$ cat src/rtl/fft4_sched_pkg.sv
// fft4_sched_pkg: shared types and constants for the radix-4 twiddle-stage
// group scheduler.
//   sched_state_e  : scheduler FSM states
//   PIPE_LAT       : multiply-stage latency (valid -> ready), cycles
//   MEM_LAT        : sample-memory read latency, cycles
//   groups_legal() : frame-size legality check used at start
package fft4_sched_pkg;

    typedef enum logic [1:0] {
        IDLE,
        ISSUE,
        DRAIN,
        DONE
    } sched_state_e;

    localparam int unsigned PIPE_LAT = 6;
    localparam int unsigned MEM_LAT  = 1;

    function automatic logic groups_legal(input int unsigned n,
                                          input int unsigned max_groups);
        return (n >= 1) && (n <= max_groups);
    endfunction

endpackage

$ cat src/rtl/fft4_credit_counter.sv
// fft4_credit_counter: saturating credit counter mirroring free space in the
// downstream output FIFO.
// Parameters: CREDITS - FIFO depth, also the reset value of the count.
// Ports:
//   clk, rst   : clock, synchronous active-high reset
//   take       : consume one credit (caller only takes when has_credit)
//   give       : return one credit (ignored when already full)
//   has_credit : count is nonzero
//   count      : current credit count
module fft4_credit_counter #(
    parameter int unsigned CREDITS = 8
) (
    input  logic                             clk,
    input  logic                             rst,
    input  logic                             take,
    input  logic                             give,
    output logic                             has_credit,
    output logic [$clog2(CREDITS+1)-1:0]     count
);

    localparam int unsigned CW = $clog2(CREDITS + 1);

    logic [CW-1:0] cnt_q, cnt_d;

    always_comb begin
        cnt_d = cnt_q;
        // take and give together cancel out
        if (take && !give && (cnt_q != '0)) begin
            cnt_d = cnt_q - CW'(1);
        end else if (give && !take && (cnt_q != CW'(CREDITS))) begin
            cnt_d = cnt_q + CW'(1);
        end
    end

    always_ff @(posedge clk) begin
        if (rst) begin
            cnt_q <= CW'(CREDITS);
        end else begin
            cnt_q <= cnt_d;
        end
    end

    assign has_credit = (cnt_q != '0);
    assign count      = cnt_q;

endmodule

$ cat src/rtl/fft4_group_scheduler.sv
// fft4_group_scheduler: walks every butterfly group of one frame, issuing four
// sample-memory read addresses per group, then drives the twiddle-stage
// valid/lable one cycle later. Issue is throttled by downstream FIFO credits;
// stage ready returns are counted to detect end of frame.
// Optional feature: define FFT4_SCHED_INDEX_CHECK_EN to compare each returned
// dp_index against the expected return order (sticky seq_err); otherwise
// seq_err is tied low.
// Ports:
//   clk, rst             : clock, synchronous active-high reset
//   start, n_groups      : frame start pulse and group count (sampled in IDLE)
//   busy, done, cfg_err  : frame status / done pulse / illegal-size pulse
//   rd_en, rd_addr0..3   : sample-memory read strobe and x0..x3 addresses
//   dp_valid, dp_lable   : stage valid/label (read strobe delayed one cycle)
//   dp_ready, dp_index   : stage result present / its label
//   cred_ret             : downstream FIFO pop, returns one credit
//   seq_err              : sticky return-order error
module fft4_group_scheduler
    import fft4_sched_pkg::*;
#(
    parameter int unsigned LABEL_WIDTH = 11,
    parameter int unsigned ADDR_WIDTH  = 13,
    parameter int unsigned MAX_GROUPS  = 2048,
    parameter int unsigned CREDITS     = 8
) (
    input  logic                   clk,
    input  logic                   rst,
    input  logic                   start,
    input  logic [LABEL_WIDTH:0]   n_groups,
    output logic                   busy,
    output logic                   done,
    output logic                   cfg_err,
    output logic                   rd_en,
    output logic [ADDR_WIDTH-1:0]  rd_addr0,
    output logic [ADDR_WIDTH-1:0]  rd_addr1,
    output logic [ADDR_WIDTH-1:0]  rd_addr2,
    output logic [ADDR_WIDTH-1:0]  rd_addr3,
    output logic                   dp_valid,
    output logic [LABEL_WIDTH-1:0] dp_lable,
    input  logic                   dp_ready,
    input  logic [LABEL_WIDTH-1:0] dp_index,
    input  logic                   cred_ret,
    output logic                   seq_err
);

    localparam int unsigned GW = LABEL_WIDTH + 1;

    sched_state_e state_q, state_d;

    logic [GW-1:0]         n_q, n_d;
    logic [GW-1:0]         g_q, g_d;
    logic [GW-1:0]         ret_q, ret_d;
    logic [ADDR_WIDTH-1:0] s1_q, s2_q, s3_q, s1_d, s2_d, s3_d;
    logic                  cfg_err_q;
    logic                  dp_valid_q;
    logic [LABEL_WIDTH-1:0] dp_lable_q;

    logic legal, accept, issue, last_issue, count_ret, has_credit;
    logic [$clog2(CREDITS+1)-1:0] unused_cred_count;

    assign legal      = groups_legal(32'(n_groups), MAX_GROUPS);
    assign accept     = (state_q == IDLE) && start && legal;
    assign issue      = (state_q == ISSUE) && has_credit;
    assign last_issue = issue && (g_q == n_q - GW'(1));
    assign count_ret  = dp_ready && ((state_q == ISSUE) || (state_q == DRAIN));

    fft4_credit_counter #(
        .CREDITS (CREDITS)
    ) u_credits (
        .clk        (clk),
        .rst        (rst),
        .take       (issue),
        .give       (cred_ret),
        .has_credit (has_credit),
        .count      (unused_cred_count)
    );

    // ---------------- FSM: state register ----------------
    always_ff @(posedge clk) begin
        if (rst) begin
            state_q <= IDLE;
        end else begin
            state_q <= state_d;
        end
    end

    // ---------------- FSM: next state ----------------
    always_comb begin
        state_d = state_q;
        unique case (state_q)
            IDLE:    if (accept)         state_d = ISSUE;
            ISSUE:   if (last_issue)     state_d = DRAIN;
            // Includes the return arriving this cycle so done follows the
            // last ready by exactly one cycle.
            DRAIN:   if (ret_d == n_q)   state_d = DONE;
            DONE:                        state_d = IDLE;
            default:                     state_d = IDLE;
        endcase
    end

    // ---------------- FSM: outputs ----------------
    // Address sums keep one spare bit; the frame-size limit 4N <= 2^ADDR_WIDTH
    // guarantees the carry is never set.
    logic [ADDR_WIDTH-1:0] g_addr;
    logic [ADDR_WIDTH:0]   sum1, sum2, sum3;
    logic                  unused_carry;

    assign g_addr       = ADDR_WIDTH'(g_q);
    assign sum1         = {1'b0, g_addr} + {1'b0, s1_q};
    assign sum2         = {1'b0, g_addr} + {1'b0, s2_q};
    assign sum3         = {1'b0, g_addr} + {1'b0, s3_q};
    assign unused_carry = sum1[ADDR_WIDTH] ^ sum2[ADDR_WIDTH] ^ sum3[ADDR_WIDTH];

    always_comb begin
        busy     = 1'b0;
        done     = 1'b0;
        rd_en    = 1'b0;
        rd_addr0 = '0;
        rd_addr1 = '0;
        rd_addr2 = '0;
        rd_addr3 = '0;
        unique case (state_q)
            ISSUE:   begin busy = 1'b1; rd_en = issue; end
            DRAIN:   busy = 1'b1;
            DONE:    done = 1'b1;
            default: ;
        endcase
        if (issue) begin
            rd_addr0 = g_addr;
            rd_addr1 = sum1[ADDR_WIDTH-1:0];
            rd_addr2 = sum2[ADDR_WIDTH-1:0];
            rd_addr3 = sum3[ADDR_WIDTH-1:0];
        end
    end

    // ---------------- frame datapath ----------------
    always_comb begin
        n_d   = n_q;
        s1_d  = s1_q;
        s2_d  = s2_q;
        s3_d  = s3_q;
        g_d   = g_q;
        ret_d = ret_q;
        if (accept) begin
            n_d   = n_groups;
            s1_d  = ADDR_WIDTH'(n_groups);
            s2_d  = ADDR_WIDTH'(n_groups) << 1;
            s3_d  = (ADDR_WIDTH'(n_groups) << 1) + ADDR_WIDTH'(n_groups);
            g_d   = '0;
            ret_d = '0;
        end else begin
            if (issue)     g_d   = g_q + GW'(1);
            if (count_ret) ret_d = ret_q + GW'(1);
        end
    end

    always_ff @(posedge clk) begin
        if (rst) begin
            n_q        <= '0;
            s1_q       <= '0;
            s2_q       <= '0;
            s3_q       <= '0;
            g_q        <= '0;
            ret_q      <= '0;
            cfg_err_q  <= 1'b0;
            dp_valid_q <= 1'b0;
            dp_lable_q <= '0;
        end else begin
            n_q        <= n_d;
            s1_q       <= s1_d;
            s2_q       <= s2_d;
            s3_q       <= s3_d;
            g_q        <= g_d;
            ret_q      <= ret_d;
            cfg_err_q  <= (state_q == IDLE) && start && !legal;
            dp_valid_q <= issue;
            dp_lable_q <= issue ? g_q[LABEL_WIDTH-1:0] : '0;
        end
    end

    assign cfg_err  = cfg_err_q;
    assign dp_valid = dp_valid_q;
    assign dp_lable = dp_lable_q;

`ifdef FFT4_SCHED_INDEX_CHECK_EN
    // Returns arrive in issue order, so the k-th ready must carry label k.
    logic seq_err_q, seq_err_d;

    always_comb begin
        seq_err_d = seq_err_q;
        if (accept) begin
            seq_err_d = 1'b0;
        end else if (count_ret && (dp_index != ret_q[LABEL_WIDTH-1:0])) begin
            seq_err_d = 1'b1;
        end
    end

    always_ff @(posedge clk) begin
        if (rst) begin
            seq_err_q <= 1'b0;
        end else begin
            seq_err_q <= seq_err_d;
        end
    end

    assign seq_err = seq_err_q;
`else
    logic unused_index;
    assign unused_index = ^dp_index;
    assign seq_err      = 1'b0;
`endif

endmodule

$ cat config.mk
export PLATFORM = sky130hd
export DESIGN_NAME = fft4_group_scheduler
export DESIGN_NICKNAME = d
export VERILOG_FILES = /design/src/rtl/fft4_sched_pkg.sv /design/src/rtl/fft4_credit_counter.sv /design/src/rtl/fft4_group_scheduler.sv
export SDC_FILE = /design/constraint.sdc
export NUM_CORES = 1
export LEC_CHECK = 0
export ABC_CLOCK_PERIOD_IN_PS = 3500
export CAP_MARGIN = 5
export CORE_ASPECT_RATIO = 0.7
export CORE_UTILIZATION = 23
export DETAILED_ROUTE_END_ITERATION = 8
export PLACE_DENSITY = 0.44
export SYNTH_ARGS = -nofsm -noshare
export SYNTH_HDL_FRONTEND = slang
export SYNTH_SLANG_ARGS = --single-unit
$ cat constraint.sdc
create_clock -name clk -period 3.5 [get_ports clk]
set_clock_uncertainty 0.05 [all_clocks]
set_input_delay 0.525 -clock clk [delete_from_list [all_inputs] [get_ports clk]]
set_output_delay 0.525 -clock clk [all_outputs]
set_load 0.005 [all_outputs]
==> results.sh, run 1 <==
export IMPL_status="completed"
export IMPL_grt_setup_unrepaired="true"
export IMPL_syn_inst=728
export IMPL_rr_startpoint="state_q[0]$_SDFFE_PP0P_"
export IMPL_yosysWarnings=0
export IMPL_finalCritPeriodShare_pct=98.56
export IMPL_synth_avg_cell_area_um2=7.774
export IMPL_cpPeakStageDelay_ns=0.39
export IMPL_async_flop_share_pct=0
export IMPL_post_route_min_period_ns=3.450
export IMPL_final_cell_area_mm2=0.007823
export IMPL_antenna_found_initial=0
export IMPL_synth_edf_count=0
export IMPL_drv_slew=0
export IMPL_synth_top_area_share_pct=23.70
export IMPL_crit_top_cell="a21o_1"
export IMPL_power_leakage_nw=3.458
export IMPL_crit_fanout=2
export IMPL_ff2ff_setup_slack_ns=0.30
export IMPL_place_area_mm2=0.007296
export IMPL_drtPass1Iterations=5
export IMPL_vias=5399
export IMPL_grt_pass1_wl_um=29640
export IMPL_cts_made_buffers=9
export IMPL_antennaDiodeCount=0
export IMPL_grt_max_degree=34
export IMPL_synthTopCellsByArea="dfxtp_1, ha_1, xnor2_1, nor2_1, a21oi_1"
export IMPL_coreArea_mm2=0.02388
export IMPL_clk_pin_slew_ns=0.06
export IMPL_min_from="s3_q[8]$_SDFFE_PP0N_"
export IMPL_finalHoldViolCount=0
export IMPL_reg2reg_to="state_q[1]$_SDFFE_PP0P_"
export IMPL_powerDensity_mw_per_mm2=381.9
export IMPL_ant_nets=0
export IMPL_hp_class="register to register"
export IMPL_synth_area_mm2=0.005659
export IMPL_clk_latency_ns=0.34
export IMPL_worstMarginPinSlew_ns=0.5565
export IMPL_syn_to_final_growth_pct=38.23
export IMPL_startpoint_type="register"
export IMPL_crit_path_cell_trace="ha_4 -> fa_2 -> a21o_1 -> a21o_1 -> a21o_1 -> a21o_1 -> a21oi_2 -> buf_4 -> buf_4 -> inv_1 -> a21oi_2 -> xor2_1 -> nor2_1 -> clkbuf_2"
export IMPL_yosysTopAreaCell="dfxtp_1"
export IMPL_pin_count=97
export IMPL_finalSetupViolCount=0
export IMPL_grt_usage_pct=15.11
export IMPL_io_buffers=83
export IMPL_viasPerCell=4.510
export IMPL_crit_arrival_ns=2.87
export IMPL_max_vdd_ir_drop_uv=179.2
export IMPL_rows=47
export IMPL_yosysMostFrequentCell="nor2_1"
export IMPL_wirelength_um=18820
export IMPL_drtIter0Drc=428
export IMPL_gp_congestion=0.8127
export IMPL_ys_seq_area_share_pct=23.70
export IMPL_critPathLaunch="s3_q[0]$_SDFFE_PP0N_"
export IMPL_fill_cells=2565
export IMPL_grt_pass1_vias=5163
export IMPL_cts_buffer_depth=2
export IMPL_cp_slowest_cell="fa_2"
export IMPL_cts_num_sinks=67
export IMPL_criticalPathCategory="register to output pin"
export IMPL_ys_ff_latch=67
export IMPL_cts_root_buffer="clkbuf_16"
export IMPL_synthFlopType="dfxtp_1"
export IMPL_start_util_pct=23.70
export IMPL_die_h_um=133.2
export IMPL_relSlewSlack_pct=62.86
export IMPL_cp_required_ns=2.92
export IMPL_cap_violations=0
export IMPL_post_dp_hpwl_um=14830
export IMPL_synth_common_cells="nor2_1, dfxtp_1, ha_1"
export IMPL_grt_overflow_total=0
export IMPL_drc=0
export IMPL_whs_ns=0.4068
export IMPL_htreeDepth=3
export IMPL_fin_nets=974
export IMPL_reg2regPathDepth=11
export IMPL_fmax_mhz=289.9
export IMPL_postCtsHoldBufs=0
export IMPL_crit_end="rd_addr3[8]"
export IMPL_cts_tree="built"
export IMPL_post_drt_wl_per_cell_um=15.72
export IMPL_ys_types=64
export IMPL_dieArea_mm2=0.02525
export IMPL_die_x_um=189.5
export IMPL_end_kind="output pin"
export IMPL_drive_gt1_share_pct=17.86
-- registers in the layout, summed over array words and instances (netlist names) --
register	flops
u_credits.count	4
dp_valid	1
ret_q	12
cfg_err	1
s3_q	13
g_q	12
dp_lable	11
s2_q	11
state_q	2
-- how the worst min path moves through the flow --
stage	slack [ns]	endpoint	cells after the start
detailed placement	0.40	s3_q[8]$_SDFFE_PP0N_	2
floorplan	0.39	s3_q[3]$_SDFFE_PP0N_	2
CTS	0.41	s3_q[8]$_SDFFE_PP0N_	2
finish	0.41	s3_q[8]$_SDFFE_PP0N_	2
global route	0.43	s3_q[10]$_SDFFE_PP0N_	2
global placement	0.40	s3_q[10]$_SDFFE_PP0N_	2
-- cell usage in the layout, fill, tap and decap left out, types with 5 or more instances in the layout --
cell type        synthesis  final
buf_4                    4     87
nor2_1                  88     86
clkdlybuf4s50_1          0     68
nand2_1                 65     65
ha_1                    67     65
dfxtp_1                 67     63
xnor2_1                 52     52
a21oi_1                 55     43
inv_1                   41     41
and3_1                  28     28
xor2_1                  25     25
nand3_1                 25     24
o21ai_0                 27     20
a21o_1                  17     17
nor3_1                  16     16
a21oi_2                  0     12
o21bai_1                 9      9
clkbuf_16                0      9
and2_1                   8      8
nor4_1                   8      8
a31oi_1                  6      6
nand4_1                  6      6
or3_1                    6      6
clkbuf_2                 0      5
-- where the power goes --
part           leakage (nW)  switching [mW]  internal [mW]
Combinational          2.77           0.639          0.508
Sequential            0.545          0.0752          0.831
Clock                 0.145           0.364          0.571
-- area by class of cell --
cell class	count	area, um^2	share of cell area (%)
clock buffer	10	239.0	3.055
multi-input combinational	583	4135	52.86
sequential	67	1351	17.27
inverter	41	153.9	1.967
tap	318	397.9	5.086
clock inverter	6	63.81	0.8157
timing repair buffer	172	1481	18.94
-- logic make-up after synthesis --
family / synth area share, %
xor gates and xnor gates: 13.00
muxes: 0.7296
other: 0.06626
DFF: 23.70
buffers and inverters: 5.571
AOI/OAI and AO/OA: 16.34
and+or+nand+nor: 24.01
adders and majority gates: 16.58
-- per-layer routing --
metal	vias to the layer above	share of wire, %	track usage [%]
li1	2799	-	-
met1	2466	58	24.67
met4	0	0.99	2.688
met5	-	0	0
met2	116	37	20.07
met3	18	3.9	2.424
-- stage by stage --
| step | instances | setup slack [ns] | total power [mW] | setup TNS, ns | utilization, % |
|---|---|---|---|---|---|
| 2_1_floorplan | 729 | 0.3937 | 1.614 | 0 | - |
| 3_3_place_gp | 1167 | -0.1297 | 2.046 | -0.2384 | 30.56 |
| 3_5_place_dp | 1167 | -0.1440 | 2.048 | -0.3092 | 30.56 |
| 4_1_cts | 1193 | -0.09648 | 2.999 | -0.09648 | 32.52 |
| 5_1_grt | 1197 | -0.05431 | 3.171 | -0.1226 | 32.76 |
| 6_report | 1197 | 0.05048 | 2.988 | 0 | 32.76 |
-- critical path, delay by kind of cell, from the launching register on --
kind,cells,cell delay (ns)
simple gates,1,0.06
fa+ha+maj,2,0.56
flops,1,0.36
xor+xnor,1,0.17
buf+inv,4,0.37
compound gates,6,1.02
-- timing repair --
action | in CTS | in global routing
endpoints found under the setup margin | 15 | 15
buffers inserted | 10 | 4
resized for setup | 43 | 30
pin swaps | 22 | 23
Note: power is estimated with default switching activity, not from simulation.
==> run 2: changes to the inputs <==
--- a/config.mk
+++ b/config.mk
@@ -14,3 +14,4 @@
 export SYNTH_ARGS = -nofsm -noshare
 export SYNTH_HDL_FRONTEND = slang
 export SYNTH_SLANG_ARGS = --single-unit
+export TNS_END_PERCENT = 10
==> results.sh, run 2 (synthesized netlist as in run 1, its figures left out) <==
export IMPL_status="finished with violations"
export IMPL_violations="setup timing"
export IMPL_grt_pass1_wl_um=29430
export IMPL_cts_buffer_depth=2
export IMPL_grt_pass1_vias=5133
export IMPL_cap_violations=0
export IMPL_finalHoldViolCount=0
export IMPL_syn_to_final_growth_pct=36.79
export IMPL_layout_commonest_cell="nor2_1"
export IMPL_relSlewSlack_pct=62.96
export IMPL_vias=5359
export IMPL_clk_latency_ns=0.34
export IMPL_worstMarginPinSlew_ns=0.5505
export IMPL_cts_num_sinks=67
export IMPL_grt_overflow_total=0
export IMPL_grt_setup_unrepaired="true"
export IMPL_io_buffers=83
export IMPL_hp_class="register to register"
export IMPL_fin_ws_ns=-0.07303
export IMPL_die_h_um=133.2
export IMPL_antenna_found_initial=0
export IMPL_post_route_min_period_ns=3.573
export IMPL_startpoint_type="register"
export IMPL_drive_gt1_share_pct=16.00
export IMPL_power_leakage_nw=3.384
export IMPL_grt_usage_pct=15.01
export IMPL_largest_register="s3_q"
export IMPL_drtPass1Iterations=5
export IMPL_post_drt_wl_per_cell_um=15.77
export IMPL_pin_count=97
export IMPL_dieArea_mm2=0.02525
export IMPL_start_util_pct=23.70
export IMPL_cts_root_buffer="clkbuf_16"
export IMPL_ant_nets=0
export IMPL_setup_tns_final_ns=-0.08246
export IMPL_htreeDepth=3
export IMPL_crit_arrival_ns=3.00
export IMPL_fmax_mhz=279.9
export IMPL_die_x_um=189.5
export IMPL_cp_required_ns=2.92
export IMPL_reg_top3="s3_q x13, g_q x12, ret_q x12"
export IMPL_rows=47
export IMPL_viasPerCell=4.515
export IMPL_drtIter0Drc=385
export IMPL_clk_pin_slew_ns=0.06
export IMPL_drv_slew=0
export IMPL_drc=0
export IMPL_fin_util_pct=32.42
export IMPL_finalSetupViolCount=2
export IMPL_fin_nets=964
export IMPL_cts_tree="built"
export IMPL_max_vdd_ir_drop_uv=179.4
export IMPL_gp_congestion=0.8127
export IMPL_powerDensity_mw_per_mm2=385.8
export IMPL_coreArea_mm2=0.02388
export IMPL_end_kind="output pin"
export IMPL_layout_common_cells="nor2_1, buf_4, clkdlybuf4s50_1"
export IMPL_wirelength_um=18720
export IMPL_antennaDiodeCount=0
export IMPL_postCtsHoldBufs=0
export IMPL_finalCritPeriodShare_pct=102.1
export IMPL_criticalPathCategory="register to output pin"
export IMPL_grt_max_degree=34
export IMPL_cts_made_buffers=9
export IMPL_crit_fanout=2
export IMPL_largest_reg_flops=13
export IMPL_post_dp_hpwl_um=14830
[run 2: what timing repair did]
item / CTS / global route
endpoints found under the setup margin: 15 / 15
pin swaps: 18 / 5
buffers inserted: 3 / 1
gates resized for setup: 38 / 11
[run 2: power breakdown]
group	switching, mW	leakage [nW]	internal (mW)	total, mW
clock network	0.368	0.145	0.571	0.939
logic	0.640	2.69	0.506	1.15
registers	0.0721	0.544	0.830	0.902
[run 2: metrics by stage]
| step | instance area (um^2) | hold WS, ns | setup slack [ns] | power (mW) | instances |
|---|---|---|---|---|---|
| finish | 7741 | 0.4072 | -0.07303 | 2.986 | 1187 |
| global route | 7741 | 0.4258 | -0.2168 | 3.165 | 1187 |
| CTS | 7697 | 0.4099 | -0.1093 | 2.999 | 1186 |
| detailed placement | 7296 | 0.4016 | -0.1440 | 2.048 | 1167 |
| global placement | 7296 | 0.3990 | -0.1297 | 2.046 | 1167 |
| floorplan | 5663 | 0.3856 | 0.3937 | 1.614 | 729 |
[run 2: path summary, 6_finish.rpt]
kind / from / to / slack, ns / depth (start not counted)
max: s3_q[0]$_SDFFE_PP0N_ / rd_addr3[12] / -0.07 / 12
min: s3_q[8]$_SDFFE_PP0N_ / s3_q[8]$_SDFFE_PP0N_ / 0.41 / 2
max reg2reg: state_q[0]$_SDFFE_PP0P_ / state_q[1]$_SDFFE_PP0P_ / 0.31 / 11
min reg2reg: s3_q[8]$_SDFFE_PP0N_ / s3_q[8]$_SDFFE_PP0N_ / 0.41 / 2
[run 2: worst max-delay path, cell delays in order (launching register included)]
cell           delay, ns
dfxtp_2             0.32
ha_2                0.19
fa_2                0.34
a21o_1              0.18
a21o_1              0.18
a21o_1              0.17
a21o_1              0.19
a21oi_2             0.17
o21ai_2             0.09
o41ai_2             0.30
xor2_1              0.20
nor2_1              0.05
dlygate4sd2_1       0.27
[run 2: layer usage]
| metal | vias to the layer above | share of wire (%) | global-route usage [%] |
|---|---|---|---|
| met1 | 2438 | 58 | 24.58 |
| met3 | 18 | 4.3 | 2.424 |
| met2 | 125 | 37 | 19.84 |
| met5 | - | 0 | 0 |
| li1 | 2778 | - | - |
| met4 | 0 | 0.94 | 2.688 |
[run 2: layout make-up]
cell class              count  area (um^2)
clock buffers              10        239.0
multi-input cells         583         4123
inverters                  41        153.9
fillers                  2576        16130
repair buffers            162         1416
well taps                 318        397.9
clock inverters             6        63.81
flip-flops and latches     67         1348
